### src/rtl/spi_slave_if.sv
// spi_slave_if
// Serial front end of the SPI memory slave. Frames are delimited by SS_n.
// Each frame carries one 10-bit word (MSB first) that is forwarded to the
// memory block on rx_data with a one-cycle rx_valid strobe. In a read-data
// frame, the byte returned by the memory (tx_data/tx_valid) is shifted
// back out on MISO, MSB first.
//
// Ports:
//   clk       in   1   SPI serial clock, all logic on the rising edge
//   rst_n     in   1   synchronous active-low reset
//   SS_n      in   1   slave select, active low
//   MOSI      in   1   serial data in
//   MISO      out  1   serial data out (registered)
//   rx_data   out  10  received word, [9:8] command, [7:0] payload
//   rx_valid  out  1   one-cycle strobe for rx_data
//   tx_data   in   8   read byte from memory
//   tx_valid  in   1   tx_data valid, honoured only in READ_DATA
module spi_slave_if (
  input  logic       clk,
  input  logic       rst_n,
  input  logic       SS_n,
  input  logic       MOSI,
  output logic       MISO,
  output logic [9:0] rx_data,
  output logic       rx_valid,
  input  logic [7:0] tx_data,
  input  logic       tx_valid
);

  typedef enum logic [2:0] {
    IDLE      = 3'd0,
    CHK_CMD   = 3'd1,
    WRITE     = 3'd2,
    READ_ADD  = 3'd3,
    READ_DATA = 3'd4
  } state_t;

  state_t      state_r;
  state_t      next_state_s;
  logic [9:0]  rx_shift_r;
  logic [3:0]  bit_cnt_r;
  logic [7:0]  tx_shift_r;
  // tx_cnt_r: 0 = no byte yet, 1..7 = bits still to drive, 8 = byte finished
  logic [3:0]  tx_cnt_r;
  logic        rd_addr_received_r;
  logic        in_word_s;
  logic        word_done_s;
  logic        tx_start_s;

  // State register
  always_ff @(posedge clk) begin
    if (!rst_n) begin
      state_r <= IDLE;
    end else begin
      state_r <= next_state_s;
    end
  end

  // Next-state decode and datapath control strobes
  always_comb begin
    next_state_s = state_r;
    in_word_s    = 1'b0;
    word_done_s  = 1'b0;
    tx_start_s   = 1'b0;
    case (state_r)
      IDLE: begin
        if (!SS_n) next_state_s = CHK_CMD;
        else       next_state_s = IDLE;
      end
      CHK_CMD: begin
        if (SS_n)                    next_state_s = IDLE;
        else if (!MOSI)              next_state_s = WRITE;
        else if (rd_addr_received_r) next_state_s = READ_DATA;
        else                         next_state_s = READ_ADD;
      end
      WRITE, READ_ADD, READ_DATA: begin
        if (SS_n) next_state_s = IDLE;
        else      next_state_s = state_r;
        in_word_s = !SS_n;
      end
      default: next_state_s = IDLE;
    endcase
    if (in_word_s && (bit_cnt_r == 4'd9)) word_done_s = 1'b1;
    else                                  word_done_s = 1'b0;
    // A byte is only accepted once the read word is complete and no byte
    // has been shifted in this frame yet.
    if (in_word_s && (state_r == READ_DATA) && (bit_cnt_r == 4'd10) &&
        (tx_cnt_r == 4'd0) && tx_valid) begin
      tx_start_s = 1'b1;
    end else begin
      tx_start_s = 1'b0;
    end
  end

  // Receive shifter, word hand-off, read flag and MISO serializer
  always_ff @(posedge clk) begin
    if (!rst_n) begin
      rx_shift_r         <= 10'd0;
      bit_cnt_r          <= 4'd0;
      tx_shift_r         <= 8'd0;
      tx_cnt_r           <= 4'd0;
      rd_addr_received_r <= 1'b0;
      rx_data            <= 10'd0;
      rx_valid           <= 1'b0;
      MISO               <= 1'b0;
    end else begin
      rx_valid <= 1'b0;
      if ((state_r != IDLE) && SS_n) begin
        // Frame end or abort: drop partial state, keep rx_data and the flag
        bit_cnt_r  <= 4'd0;
        tx_shift_r <= 8'd0;
        tx_cnt_r   <= 4'd0;
        MISO       <= 1'b0;
      end else begin
        case (state_r)
          CHK_CMD: begin
            rx_shift_r <= {rx_shift_r[8:0], MOSI};
            bit_cnt_r  <= 4'd1;
          end
          WRITE, READ_ADD, READ_DATA: begin
            // Bits beyond the tenth are ignored until SS_n rises
            if (bit_cnt_r < 4'd10) begin
              rx_shift_r <= {rx_shift_r[8:0], MOSI};
              bit_cnt_r  <= bit_cnt_r + 4'd1;
            end
            if (word_done_s) begin
              rx_data  <= {rx_shift_r[8:0], MOSI};
              rx_valid <= 1'b1;
              if (state_r == READ_ADD)  rd_addr_received_r <= 1'b1;
              if (state_r == READ_DATA) rd_addr_received_r <= 1'b0;
            end
            if (tx_start_s) begin
              MISO       <= tx_data[7];
              tx_shift_r <= {tx_data[6:0], 1'b0};
              tx_cnt_r   <= 4'd1;
            end else if ((tx_cnt_r != 4'd0) && (tx_cnt_r < 4'd8)) begin
              MISO       <= tx_shift_r[7];
              tx_shift_r <= {tx_shift_r[6:0], 1'b0};
              tx_cnt_r   <= tx_cnt_r + 4'd1;
            end else if (tx_cnt_r == 4'd8) begin
              MISO <= 1'b0;
            end
          end
          default: begin
            MISO <= 1'b0;
          end
        endcase
      end
    end
  end

endmodule

### config.mk
export PLATFORM = sky130hd
export DESIGN_NAME = spi_slave_if
export DESIGN_NICKNAME = d
export VERILOG_FILES = /design/src/rtl/spi_slave_if.sv
export SDC_FILE = /design/constraint.sdc
export NUM_CORES = 1
export LEC_CHECK = 0
export BUFFER_PORTS_ARGS = -buffer_cell sky130_fd_sc_hd__buf_4
export CAP_MARGIN = 20
export CORE_UTILIZATION = 40
export DETAILED_ROUTE_END_ITERATION = 8
export PLACE_DENSITY = 0.67
export SETUP_SLACK_MARGIN = 0.2
export SLEW_MARGIN = 20
export SYNTH_ARGS = -nofsm -noshare
export SYNTH_HDL_FRONTEND = slang
export SYNTH_SLANG_ARGS = --single-unit
export TNS_END_PERCENT = 1
### constraint.sdc
create_clock -name clk -period 3.4 [get_ports clk]
set_input_delay 0.34 -clock clk [delete_from_list [all_inputs] [get_ports clk]]
set_output_delay 0.34 -clock clk [all_outputs]
set_load 0.02 [all_outputs]
* Word level (Yosys, flattened, before mapping) *
Index checks and enable logic that the tools add are counted.

word-level totals
  ROM bits = 0
  bits in latches = 0
  memories = 0
  bits in writable memories = 0
  register bits = 41

operators by class
  magnitude comparators = 2
  multiply operators = 0
  add/sub/neg operators = 2
  reduce and logical (&&, ||, !) cells = 24
  shift operators = 0
  mux-type cells = 24
  divide/modulo/power cells = 0
  eq/ne operators = 10
  bitwise logic cells = 4

operators by type and width
  kind                                                                   number
  9-bit case mux with 2 select lines                                     1
  8-bit two-way mux                                                      2
  4-bit equality test, second input constant                             3
  3-bit two-way mux                                                      4
  4-bit two-way mux                                                      3
  1-bit two-way mux                                                      10
  9-bit two-way mux                                                      1
  3-bit case mux with 3 select lines                                     1
  4-bit by 1-bit adder with 4-bit output, second input constant          2
  4-bit < comparator, second input constant                              2
  4-bit case mux with 2 select lines                                     1
  1-bit logical AND                                                      7
  3-bit by 2-bit equality test with 1-bit output, second input constant  2
  2-bit AND reduction                                                    3
  3-bit AND reduction                                                    2
  2-bit nonzero test                                                     3
  3-bit OR reduction                                                     2
  4-bit zero test                                                        1
  2-bit inequality test, second input constant                           2
  4-bit inequality test, second input constant                           1
  1-bit inverter                                                         4
  4-bit AND reduction                                                    1
  4-bit nonzero test                                                     1
  3-bit by 1-bit equality test with 1-bit output, second input constant  1
  6 further kinds                                                        6

* Longest topological paths before layout *
Gate-level depths: netlist of the first run.

  word-level depth = 10
  mapped depth = 7

* Worst setup path after synthesis of the first run *
OpenSTA, ideal clock, no wires.

  path type = reg-to-reg
  start point = register bit_cnt_r[0]
  end point = register tx_cnt_r[2]
  cell stages (with the launch flop) = 8
  buffers on the path = 1
  data arrival time = 1458 ps
  period minus slack after synthesis = 1532 ps
  setup slack = 1868 ps
  path through = dfxtp_1 > inv_1 > ha_1 > and2_1 > and4_1 > buf_2 > o211a_1 > o22ai_1

on the way
  word-level cells in the longest chain between the ends = 7

ends and longest elaborated chain
  item                                  RTL line  source
  start: declaration                    41        logic [3:0] bit_cnt_r;
  start signal: assignment              124       bit_cnt_r <= bit_cnt_r + 4'd1;
  4-bit equality test (*)               87        if (in_word_s && (state_r == READ_DATA) && (bit_cnt_r == 4'd10) &&
  1-bit logical AND (*) (2 in a row)    87
  1-bit logical AND (*)                 88        (tx_cnt_r == 4'd0) && tx_valid) begin
  1-bit two-way mux (*)                 87
  2-bit nonzero test (no source line)   --
  2-bit AND reduction (no source line)  --
  end signal: assignment                139       tx_cnt_r <= tx_cnt_r + 4'd1;
  end: declaration                      44        logic [3:0] tx_cnt_r;

Mark *: on every way between the ends. The rest lies on a longest branch, timed or not.
A chain may end at the register's enable or synchronous reset.

* Worst setup path after layout of the first run *
  start point = register state_r[1]
  end point = register rd_addr_received_r

on the way
  word-level cells in the longest chain between the ends = 6

ends and longest elaborated chain
  item                                               RTL line      source
  start: declaration                                 38            state_t state_r;
  start signal: assignment                           55            state_r <= next_state_s;
  3-bit equality test, or another cell as far along  65, 115, 130
  3-bit OR reduction                                 65, 115
  1-bit two-way mux                                  65            case (state_r)
  1-bit logical AND                                  83            if (in_word_s && (bit_cnt_r == 4'd9)) word_done_s = 1'b1;
  1-bit two-way mux                                  83
  4-bit AND reduction (no source line)               --
  end signal: assignment                             102           rd_addr_received_r <= 1'b0;
  end signal: assignment                             129           if (state_r == READ_ADD) rd_addr_received_r <= 1'b1;
  end signal: assignment                             130           if (state_r == READ_DATA) rd_addr_received_r <= 1'b0;
  end: declaration                                   45            logic rd_addr_received_r;

Parallel ways exist; a longest one is shown, timed or not.

==> results of run 1 <==
-- power breakdown --
group	switching [uW]	leakage, uW	internal (uW)
registers	3.82	0.000323	471
logic	27.5	0.000496	20.3
clock network	173	0.0000479	143
-- sequential cells by signal (all words and copies together) (netlist names) --
register            count
tx_cnt_r                4
bit_cnt_r               4
rx_shift_r              9
rd_addr_received_r      1
rx_valid                1
MISO                    1
rx_data                10
tx_shift_r              7
state_r                 3
-- cell type report --
type / instances / area share
Clock buffer: 5 / 0.0325
Clock inverter: 3 / 0.00887
Inverter: 9 / 0.0160
Multi-Input combinational cell: 137 / 0.445
Sequential cell: 40 / 0.378
Tap cell: 52 / 0.0308
Timing Repair Buffer: 25 / 0.0887
-- layout by cell type (no fill, tap or decap), types with 2 or more instances in the layout --
cell type / synthesis / layout
sky130_fd_sc_hd__o21ai_0: 3 / 3
sky130_fd_sc_hd__clkinv_2: 0 / 2
sky130_fd_sc_hd__and2_1: 2 / 2
sky130_fd_sc_hd__a311oi_1: 6 / 6
sky130_fd_sc_hd__mux2i_1: 20 / 20
sky130_fd_sc_hd__nor3_1: 3 / 3
sky130_fd_sc_hd__clkbuf_8: 0 / 5
sky130_fd_sc_hd__o22ai_1: 2 / 2
sky130_fd_sc_hd__a31oi_1: 3 / 3
sky130_fd_sc_hd__nand2_1: 29 / 29
sky130_fd_sc_hd__o31ai_1: 2 / 2
sky130_fd_sc_hd__ha_1: 5 / 5
sky130_fd_sc_hd__nor3b_4: 2 / 2
sky130_fd_sc_hd__buf_4: 2 / 25
sky130_fd_sc_hd__o211a_1: 2 / 2
sky130_fd_sc_hd__nand3_1: 2 / 2
sky130_fd_sc_hd__a21oi_1: 12 / 12
sky130_fd_sc_hd__nand2b_1: 2 / 2
sky130_fd_sc_hd__inv_1: 8 / 8
sky130_fd_sc_hd__dfxtp_1: 40 / 40
sky130_fd_sc_hd__nor2_1: 16 / 16
sky130_fd_sc_hd__nor3b_1: 2 / 2
-- metal layers --
| metal | track usage | vias up | wire length [um] |
|---|---|---|---|
| li1 | - | 732 | - |
| met4 | 0.0600 | 0 | 39 |
| met2 | 0.237 | 22 | 1650 |
| met1 | 0.200 | 670 | 1690 |
| met3 | 0.0390 | 5 | 131 |
| met5 | 0 | - | 0 |
-- final timing paths --
kind                                    from                         endpoint  slack [ns]
hold reg to reg   rx_shift_r[8]$_SDFFE_PN0P_       rx_shift_r[8]$_SDFFE_PN0P_        0.46
setup reg to reg     state_r[1]$_SDFFE_PN0P_  rd_addr_received_r$_SDFFE_PN0P_        1.44
setup / recovery     state_r[1]$_SDFFE_PN0P_  rd_addr_received_r$_SDFFE_PN0P_        1.44
hold / removal                    tx_data[0]       tx_shift_r[1]$_SDFFE_PP0P_        0.31
-- kinds of logic (layout without fill, tap and decap cells) --
family,count (synthesis),after routing
buf+inv,19,42
xor+xnor,2,2
mux,20,20
simple gates,69,69
fa+ha+maj,5,5
compound gates,41,41
flops,40,40
-- worst max-delay path, delay by kind of cell, from the launching register on --
kind            cells  cell delay, ns
compound gates      2            0.82
flops               1            0.47
simple gates        1            0.56
-- metrics by stage --
| step | worst slack [ns] | power, uW | hold WS [ns] | utilization | cells |
|---|---|---|---|---|---|
| after detailed placement | 1.46 | 534 | 0.457 | 0.463 | 263 |
| after floorplan | 1.87 | 515 | 0.434 | - | 196 |
| final | 1.44 | 838 | 0.314 | 0.483 | 271 |
| after CTS | 1.46 | 845 | 0.311 | 0.483 | 271 |
| after global routing | 1.29 | 871 | 0.314 | 0.483 | 271 |
| after global placement | 1.54 | 535 | 0.451 | 0.463 | 263 |
==> insert_results.sql, run 1 <==
INSERT INTO impl_metrics (metric_group, metric, value, unit) VALUES
('timing', 'highest_clock_rate', '0.511', 'GHz'),
('worst_hold_path', 'min-delay-path-class', 'primary input to flip-flop', ''),
('timing', 'rsz0062_at_grt', 'false', ''),
('clock_network', 'htree_levels', '2', ''),
('critical_path', 'cp_data_required_time', '3.59', 'ns'),
('synthesis', 'synth_top_cell_by_area', 'sky130_fd_sc_hd__dfxtp_1', ''),
('floorplan', 'placement_rows', '24', ''),
('finish', 'num-fill-cells', '446', ''),
('finish', 'final_cell_area', '2120', 'um^2'),
('timing', 'finalSetupTns', '0', 'ns'),
('power', 'cellPowerDensity', '396', 'nW/um^2'),
('floorplan', 'ioPinCount', '25', ''),
('drt', 'initialDrtViolationCount', '50', ''),
('clock_network', 'tritoncts.num_buffers', '5', ''),
('job', 'timing.max_cap.violations', '0', ''),
('synthesis', 'dominant_combinational_cell_family_by_area_after_synthesis', 'simple AND/OR/NAND/NOR gates', ''),
('synthesis', 'postSynthAreaPerCell', '9.44', 'um^2'),
('placement', 'gp_routability_congestion', '0.807', ''),
('global_route', 'grt_use_total', '0.152', ''),
('worst_hold_path', 'worst_hold_path.num_cells', '3', ''),
('synthesis', 'post-synth-top-area-fraction', '0.433', ''),
('synthesis', 'synth-adder-area-share', '0.0338', ''),
('timing', 'worst_pin_slew', '0.820', 'ns'),
('clock_network', 'post_cts_resized', '0', ''),
('synthesis', 'ffs_w_async_s_r_synth', '0', ''),
('critical_path', 'timing.critical_path.slowest_stage_cell', 'sky130_fd_sc_hd__nor2b_1', ''),
('drt', 'drt-wirelength-per-cell', '13.0', 'um'),
('clock_network', 'cts_num_sinks', '40', ''),
('synthesis', 'ys.warnings.count', '0', ''),
('synthesis', 'synth_compound_gate_area_share', '0.165', ''),
('timing', 'final-max-slew-violation-count', '0', ''),
('outcome', 'run_status', 'completed', ''),
('synthesis', 'synthMostInstantiatedCell', 'sky130_fd_sc_hd__dfxtp_1', ''),
('timing', 'hold_viol_final', '0', ''),
('drt', 'firstDrtPassIters', '4', ''),
('clock_network', 'cts_tree', 'done', ''),
('critical_path', 'worst_ep_arrival_time', '2.14', 'ns'),
('finish', 'regArea', '801', 'um^2'),
('critical_path', 'critPathKind', 'flip-flop to flip-flop', ''),
('synthesis', 'synth_simple_gate_area_share', '0.192', ''),
('timing', 'finalSetupViolations', '0', ''),
('synthesis', 'synthTopCellsByCount', '40 x sky130_fd_sc_hd__dfxtp_1, 29 x sky130_fd_sc_hd__nand2_1, 20 x sky130_fd_sc_hd__mux2i_1, 16 x sky130_fd_sc_hd__nor2_1, 12 x sky130_fd_sc_hd__a21oi_1', ''),
('finish', 'areaGrowthSynthToFinish', '14.4', '%'),
('synthesis', 'ys_dominant_reg_cell', 'sky130_fd_sc_hd__dfxtp_1', ''),
('timing', 'worst_clock_skew', '0.00707', 'ns'),
('critical_path', 'path_max_fanout', '13', ''),
('floorplan', 'floorplan.die_area', '4900', 'um^2'),
('drt', 'vias', '1429', ''),
('floorplan', 'initial_core_util', '0.422', ''),
('critical_path', 'rr_worst_depth', '3', ''),
('timing', 'finalCritPeriodShare', '0.575', ''),
('drt', 'remaining_drc_errors', '0', ''),
('global_route', 'grt_max_degree', '16', ''),
('critical_path', 'crit_chain', 'nor2b_1 -> o211ai_2 -> o221a_2', ''),
('synthesis', 'synth.yosys.seq_area_share', '0.433', ''),
('clock_network', 'cts_hold_buf', '0', ''),
('floorplan', 'die-height', '70.0', 'um'),
('global_route', 'antenna_found_initial', '0', ''),
('floorplan', 'placeableCoreArea', '4380', 'um^2'),
('critical_path', 'end_kind', 'flip-flop', ''),
('drt', 'ant_nets', '0', ''),
('drt', 'average_via_count_per_standard_cell', '5.27', ''),
('floorplan', 'die_x', '70.0', 'um'),
('synthesis', 'synth_mux_area_frac', '0.108', ''),
('clock_network', 'insertion_delay', '0.30', 'ns'),
('clock_network', 'cts_post_setup_buffers_inserted', '0', ''),
('synthesis', 'synth_xor_area_frac', '0.00947', ''),
('critical_path', 'startpoint_class', 'flip-flop', ''),
('critical_path', 'highest_cell_delay_on_the_worst_timing_path', '0.56', 'ns'),
('synthesis', 'mappedNetlistNets', '214', ''),
('placement', 'instance_area_at_placement', '2030', 'um^2');
Note: power is estimated with default switching activity, not from simulation.
==> inputs of run 2 (changes only) <==
==> constraint.sdc (replaced) <==
create_clock -name clk -period 1.8 [get_ports clk]
set_input_delay 0.18 -clock clk [delete_from_list [all_inputs] [get_ports clk]]
set_output_delay 0.18 -clock clk [all_outputs]
set_load 0.02 [all_outputs]
==> insert_results.sql, run 2 (synthesized netlist as in run 1, its figures left out) <==
INSERT INTO impl_metrics (metric_group, metric, value, unit) VALUES
('finish', 'top_regs', 'rx_data: 10 flops, rx_shift_r: 9 flops, tx_shift_r: 7 flops', ''),
('timing', 'finalCriticalPeriod', '1.61', 'ns'),
('timing', 'rsz0062_at_grt', 'true', ''),
('global_route', 'grt_pass1_wl', '6380', 'um'),
('timing', 'worst_clock_skew', '0.00432', 'ns'),
('outcome', 'run_status', 'completed', ''),
('worst_hold_path', 'min-delay-path-class', 'primary input to flip-flop', ''),
('critical_path', 'end_kind', 'flip-flop', ''),
('global_route', 'grt_use_total', '0.164', ''),
('clock_network', 'path_clk_slew', '0.08', 'ns'),
('drt', 'drt-wirelength-per-cell', '14.2', 'um'),
('critical_path', 'startpoint_class', 'flip-flop', ''),
('critical_path', 'worst_ep_arrival_time', '1.81', 'ns'),
('drt', 'remaining_drc_errors', '0', ''),
('floorplan', 'ioPinCount', '25', ''),
('clock_network', 'cts_hold_buf', '0', ''),
('drt', 'firstDrtPassIters', '4', ''),
('critical_path', 'highest_cell_delay_on_the_worst_timing_path', '0.35', 'ns'),
('timing', 'fin_hold_ws', '0.127', 'ns'),
('critical_path', 'cell_repeated_most_along_the_worst_path', 'sky130_fd_sc_hd__buf_6', ''),
('finish', 'num-fill-cells', '401', ''),
('critical_path', 'timing.critical_path.slowest_stage_cell', 'sky130_fd_sc_hd__dfxtp_2', ''),
('timing', 'hold_viol_final', '0', ''),
('finish', 'design.final.nets', '247', ''),
('critical_path', 'critPathKind', 'flip-flop to flip-flop', ''),
('critical_path', 'cp_data_required_time', '2.00', 'ns'),
('global_route', 'antenna_found_initial', '0', ''),
('drt', 'drt-total-wl', '4010', 'um'),
('floorplan', 'die_x', '70.0', 'um'),
('finish', 'ratio_of_cells_with_drive_above_1_in_the_final_layout', '0.317', ''),
('finish', 'most_frequent_cells_in_the_layout', '34 x sky130_fd_sc_hd__dfxtp_1, 31 x sky130_fd_sc_hd__buf_4, 29 x sky130_fd_sc_hd__nand2_1', ''),
('timing', 'finalSetupViolations', '0', ''),
('floorplan', 'placeableCoreArea', '4380', 'um^2'),
('placement', 'detailed_placement_wirelength_estimate', '2520', 'um'),
('critical_path', 'crit_chain', 'nor3b_4 -> buf_4 -> buf_6 -> o211ai_2 -> buf_6 -> nor2_1 -> o221a_2', ''),
('placement', 'gp_routability_congestion', '0.732', ''),
('clock_network', 'htree_levels', '2', ''),
('finish', 'regArea', '808', 'um^2'),
('drt', 'vias', '1564', ''),
('clock_network', 'cts_tree', 'done', ''),
('power', 'vdd.ir_drop.worst', '0.000437', 'V'),
('finish', 'final_util', '0.531', ''),
('clock_network', 'cts_num_sinks', '40', ''),
('job', 'timing.max_cap.violations', '0', ''),
('power', 'cellPowerDensity', '756', 'nW/um^2'),
('timing', 'relative_slew_margins', '0.589', ''),
('finish', 'most_common_cell_after_layout_fill_and_taps_aside', 'sky130_fd_sc_hd__dfxtp_1', ''),
('global_route', 'first_global_vias', '1439', ''),
('global_route', 'globalRoute.totalOverflow', '0', ''),
('floorplan', 'placement_rows', '24', ''),
('finish', 'areaGrowthSynthToFinish', '26.0', '%'),
('clock_network', 'insertion_delay', '0.30', 'ns'),
('drt', 'initialDrtViolationCount', '103', ''),
('clock_network', 'cts-root-buf', 'sky130_fd_sc_hd__clkbuf_8', ''),
('timing', 'highest_clock_rate', '0.620', 'GHz'),
('power', 'total_power', '1760', 'uW'),
('global_route', 'grt_max_degree', '16', ''),
('finish', 'layoutNonFillerInstCount', '282', ''),
('drt', 'average_via_count_per_standard_cell', '5.55', ''),
('floorplan', 'initial_core_util', '0.422', ''),
('finish', 'multiInputGateArea', '1030', 'um^2'),
('timing', 'finalSetupTns', '0', 'ns'),
('clock_network', 'tritoncts.num_buffers', '5', ''),
('placement', 'portBuffers', '24', ''),
('timing', 'final-max-slew-violation-count', '0', ''),
('critical_path', 'path_max_fanout', '13', ''),
('clock_network', 'cts-root-to-sink-buffers', '2', ''),
('floorplan', 'die-height', '70.0', 'um'),
('power', 'leakage', '0.000965', 'uW'),
('timing', 'worst_pin_slew', '0.615', 'ns'),
('drt', 'ant_nets', '0', ''),
('finish', 'antenna_cells_inserted', '0', ''),
('placement', 'place.detailed.instances', '269', ''),
('timing', 'finalCritPeriodShare', '0.897', ''),
('finish', 'largest_register', 'rx_data', ''),
('floorplan', 'floorplan.die_area', '4900', 'um^2'),
('finish', 'flip_flop_count_of_the_largest_register_all_copies_and_words_added', '10', '');
==> run 2: metal layers <==
layer / up-vias / global-route usage / wire [um]
met5: - / 0 / 0
met4: 0 / 0.0778 / 75
met3: 9 / 0.0476 / 202
met2: 41 / 0.266 / 1920
met1: 753 / 0.198 / 1810
li1: 761 / - / -
==> run 2: worst max-delay path, delay by kind of cell, from the launching register on <==
family                 cells  cell delay [ns]
buffers and inverters      3             0.50
AO/OA/AOI/OAI              2             0.43
flip-flops                 1             0.35
AND/OR/NAND/NOR            2             0.22
==> run 2: worst paths after layout <==
check | startpoint | end | slack, ns | cells after the start
setup / recovery | state_r[2]$_SDFFE_PN0P_ | rd_addr_received_r$_SDFFE_PN0P_ | 0.19 | 7
hold / removal | tx_data[0] | tx_shift_r[1]$_SDFFE_PP0P_ | 0.13 | 3
setup reg to reg | state_r[2]$_SDFFE_PN0P_ | rd_addr_received_r$_SDFFE_PN0P_ | 0.19 | 7
hold reg to reg | rx_shift_r[8]$_SDFFE_PN0P_ | rx_shift_r[8]$_SDFFE_PN0P_ | 0.47 | 2
==> run 2: repair_timing <==
action                     in CTS  in global routing
setup endpoints to repair      24                 32
hold endpoints to repair        0                  0
pin swaps                       0                  4
gates resized for setup        11                 17
cloned                          0                  1
setup buffers                   1                  3
==> run 2: metrics by stage <==
stage	setup WS [ns]	area (um^2)
2_1_floorplan	0.268	1850
3_3_place_gp	0.114	2070
3_5_place_dp	-0.00238	2070
4_1_cts	0.175	2240
5_1_grt	0.122	2330
6_report	0.186	2330
==> run 2: final cells by class <==
cell class | count | share of cell area
clock buffer | 5 | 0.0295
clock inverter | 3 | 0.0199
inverter | 9 | 0.0145
multi-input combinational | 138 | 0.442
sequential | 40 | 0.347
tap | 52 | 0.0279
timing repair buffer | 35 | 0.119
==> run 2: report_power, final <==
part	leakage (uW)	switching (uW)	internal, uW
Clock	0.0000548	346	418
Combinational	0.000585	56.1	43.3
Sequential	0.000325	7.22	890
Total	0.000965	409	1350
==> inputs of run 3 (changes only) <==
--- a/config.mk
+++ b/config.mk
@@ -8,6 +8,7 @@
 export BUFFER_PORTS_ARGS = -buffer_cell sky130_fd_sc_hd__buf_4
 export CAP_MARGIN = 20
 export CORE_UTILIZATION = 40
+export CTS_CLUSTER_DIAMETER = 50
 export DETAILED_ROUTE_END_ITERATION = 8
 export PLACE_DENSITY = 0.67
 export SETUP_SLACK_MARGIN = 0.2
==> constraint.sdc (replaced) <==
create_clock -name clk -period 1.7 [get_ports clk]
set_input_delay 0.17 -clock clk [delete_from_list [all_inputs] [get_ports clk]]
set_output_delay 0.17 -clock clk [all_outputs]
set_load 0.005 [all_outputs]
==> insert_results.sql, run 3 (synthesized netlist as in run 1, its figures left out) <==
INSERT INTO impl_metrics (metric_group, metric, value, unit) VALUES
('placement', 'detailed_placement_wirelength_estimate', '2610', 'um'),
('clock_network', 'cts_num_sinks', '40', ''),
('finish', 'largest_register', 'rx_data', ''),
('floorplan', 'die-height', '70.0', 'um'),
('floorplan', 'die_x', '70.0', 'um'),
('power', 'combPwrFrac', '0.062', ''),
('power', 'power_switching_share', '0.234', ''),
('finish', 'ratio_of_cells_with_drive_above_1_in_the_final_layout', '0.369', ''),
('drt', 'vias', '1562', ''),
('finish', 'most_frequent_cells_in_the_layout', '45 x sky130_fd_sc_hd__buf_4, 34 x sky130_fd_sc_hd__dfxtp_1, 26 x sky130_fd_sc_hd__nand2_1', ''),
('placement', 'gp_routability_congestion', '0.762', ''),
('drt', 'initialDrtViolationCount', '139', ''),
('drt', 'ant_nets', '0', ''),
('timing', 'relative_slew_margins', '0.755', ''),
('critical_path', 'cp_data_required_time', '1.92', 'ns'),
('finish', 'top_regs', 'rx_data: 10 flops, rx_shift_r: 9 flops, tx_shift_r: 7 flops', ''),
('drt', 'drt-total-wl', '3990', 'um'),
('drt', 'drt-wirelength-per-cell', '13.6', 'um'),
('timing', 'finalCritPeriodShare', '0.918', ''),
('power', 'switching_power', '438', 'uW'),
('floorplan', 'initial_core_util', '0.422', ''),
('timing', 'fin_ws', '0.139', 'ns'),
('critical_path', 'highest_cell_delay_on_the_worst_timing_path', '0.34', 'ns'),
('power', 'vdd.ir_drop.worst', '0.000583', 'V'),
('finish', 'flip_flop_count_of_the_largest_register_all_copies_and_words_added', '10', ''),
('finish', 'areaGrowthSynthToFinish', '31.5', '%'),
('global_route', 'first_global_vias', '1529', ''),
('timing', 'rsz0062_at_grt', 'true', ''),
('global_route', 'grt_pass1_wl', '7010', 'um'),
('timing', 'fin_hold_ws', '0.124', 'ns'),
('finish', 'final_util', '0.555', ''),
('critical_path', 'crit_path_leading_delay_family', 'simple AND/OR/NAND/NOR gates', ''),
('power', 'pwr-share-seq', '0.506', ''),
('finish', 'design.final.nets', '258', ''),
('drt', 'remaining_drc_errors', '0', ''),
('clock_network', 'cts-root-to-sink-buffers', '2', ''),
('finish', 'antenna_cells_inserted', '0', ''),
('placement', 'instance_area_at_placement', '2100', 'um^2'),
('timing', 'worst_clock_skew', '0.00473', 'ns'),
('clock_network', 'tritoncts.num_buffers', '5', ''),
('clock_network', 'cts_hold_buf', '0', ''),
('finish', 'final_cell_area', '2430', 'um^2'),
('global_route', 'grt_max_degree', '16', ''),
('clock_network', 'insertion_delay', '0.31', 'ns'),
('floorplan', 'placeableCoreArea', '4380', 'um^2'),
('critical_path', 'timing.critical_path.slowest_stage_cell', 'sky130_fd_sc_hd__dfxtp_2', ''),
('critical_path', 'critical_path.n_buffers_inverters', '2', ''),
('job', 'timing.max_cap.violations', '0', ''),
('outcome', 'run_status', 'completed', ''),
('timing', 'highest_clock_rate', '0.641', 'GHz'),
('floorplan', 'ioPinCount', '25', ''),
('critical_path', 'end_kind', 'flip-flop', ''),
('global_route', 'grt_use_total', '0.179', ''),
('critical_path', 'startpoint_class', 'flip-flop', ''),
('placement', 'portBuffers', '24', ''),
('clock_network', 'cts-root-buf', 'sky130_fd_sc_hd__clkbuf_8', ''),
('floorplan', 'placement_rows', '24', ''),
('power', 'power.internal', '1440', 'uW'),
('power', 'clockPowerShare', '0.432', ''),
('timing', 'worst_pin_slew', '0.358', 'ns'),
('finish', 'num-fill-cells', '390', ''),
('critical_path', 'worst_ep_arrival_time', '1.78', 'ns'),
('finish', 'most_common_cell_after_layout_fill_and_taps_aside', 'sky130_fd_sc_hd__buf_4', ''),
('power', 'leakage', '0.00103', 'uW'),
('floorplan', 'floorplan.die_area', '4900', 'um^2'),
('worst_hold_path', 'min-delay-path-class', 'primary input to flip-flop', ''),
('placement', 'place_worst_setup_slack', '-0.0195', 'ns'),
('timing', 'finalSetupViolations', '0', ''),
('clock_network', 'path_clk_slew', '0.08', 'ns'),
('power', 'cellPowerDensity', '771', 'nW/um^2'),
('critical_path', 'ff2ff_setup_slack', '0.14', 'ns'),
('critical_path', 'path_max_fanout', '8', ''),
('critical_path', 'critPathKind', 'flip-flop to flip-flop', ''),
('clock_network', 'cts_tree', 'done', ''),
('critical_path', 'crit_chain', 'inv_2 -> ha_4 -> nor3b_4 -> and4_4 -> buf_8 -> nand2_1 -> a311oi_1', ''),
('global_route', 'antenna_found_initial', '0', ''),
('clock_network', 'htree_levels', '2', ''),
('timing', 'final-max-slew-violation-count', '0', ''),
('global_route', 'globalRoute.totalOverflow', '0', ''),
('drt', 'average_via_count_per_standard_cell', '5.33', ''),
('timing', 'finalCriticalPeriod', '1.56', 'ns'),
('power', 'total_power', '1880', 'uW'),
('drt', 'firstDrtPassIters', '4', ''),
('timing', 'hold_viol_final', '0', '');
==> run 3: changes by cell type in the layout (fill, tap and decap cells not counted), sizes merged <==
cell	delta
and4	-1
buf	+12
==> run 3: final timing paths <==
| check | start | endpoint | cells past startpoint |
|---|---|---|---|
| setup / recovery | tx_cnt_r[0]$_SDFFE_PP0P_ | tx_shift_r[4]$_SDFFE_PP0P_ | 7 |
| hold / removal | tx_data[0] | tx_shift_r[1]$_SDFFE_PP0P_ | 3 |
| setup reg to reg | tx_cnt_r[0]$_SDFFE_PP0P_ | tx_shift_r[4]$_SDFFE_PP0P_ | 7 |
| hold reg to reg | rx_shift_r[8]$_SDFFE_PN0P_ | rx_shift_r[8]$_SDFFE_PN0P_ | 2 |
==> run 3: worst min-delay path, cell delays in order <==
cell and delay [ns]:
sky130_fd_sc_hd__buf_4 0.11, sky130_fd_sc_hd__nand2_1 0.05, sky130_fd_sc_hd__a21oi_1 0.06
==> run 3: power by group through the flow <==
stage | registers [uW] | logic [uW] | clock network [uW]
finish | 949 | 116 | 810
global route | 950 | 126 | 867
CTS | 949 | 112 | 817
detailed placement | 972 | 102 | 0
global placement | 972 | 103 | 0
floorplan | 971 | 59.6 | 0
==> run 3: layout make-up <==
| type | instances | area, um^2 | share of cell area |
|---|---|---|---|
| multi-input combinational | 137 | 1040 | 0.429 |
| sequential | 40 | 811 | 0.334 |
| timing repair buffer | 47 | 364 | 0.150 |
| clock buffer | 5 | 68.8 | 0.0283 |
| tap | 52 | 65.1 | 0.0268 |
| clock inverter | 3 | 46.3 | 0.0190 |
| inverter | 9 | 33.8 | 0.0139 |
==> run 3: per-stage QoR <==
step | setup TNS [ns] | instances
detailed placement | -0.0227 | 273
global route | 0 | 293
CTS | 0 | 292
global placement | 0 | 273
floorplan | 0 | 196
finish | 0 | 293
==> run 3: repair_timing <==
| action | in CTS | in global routing |
|---|---|---|
| cloned | 1 | 0 |
| pin swaps | 8 | 6 |
| setup endpoints to repair | 32 | 30 |
| gates resized for setup | 25 | 11 |
| buffers inserted | 10 | 1 |
==> run 3: metal layers <==
| layer | up-vias | routed length [um] | track usage |
|---|---|---|---|
| met4 | 0 | 99 | 0.0956 |
| met5 | - | 0 | 0 |
| li1 | 775 | - | - |
| met3 | 10 | 213 | 0.0491 |
| met2 | 50 | 1900 | 0.283 |
| met1 | 727 | 1780 | 0.221 |
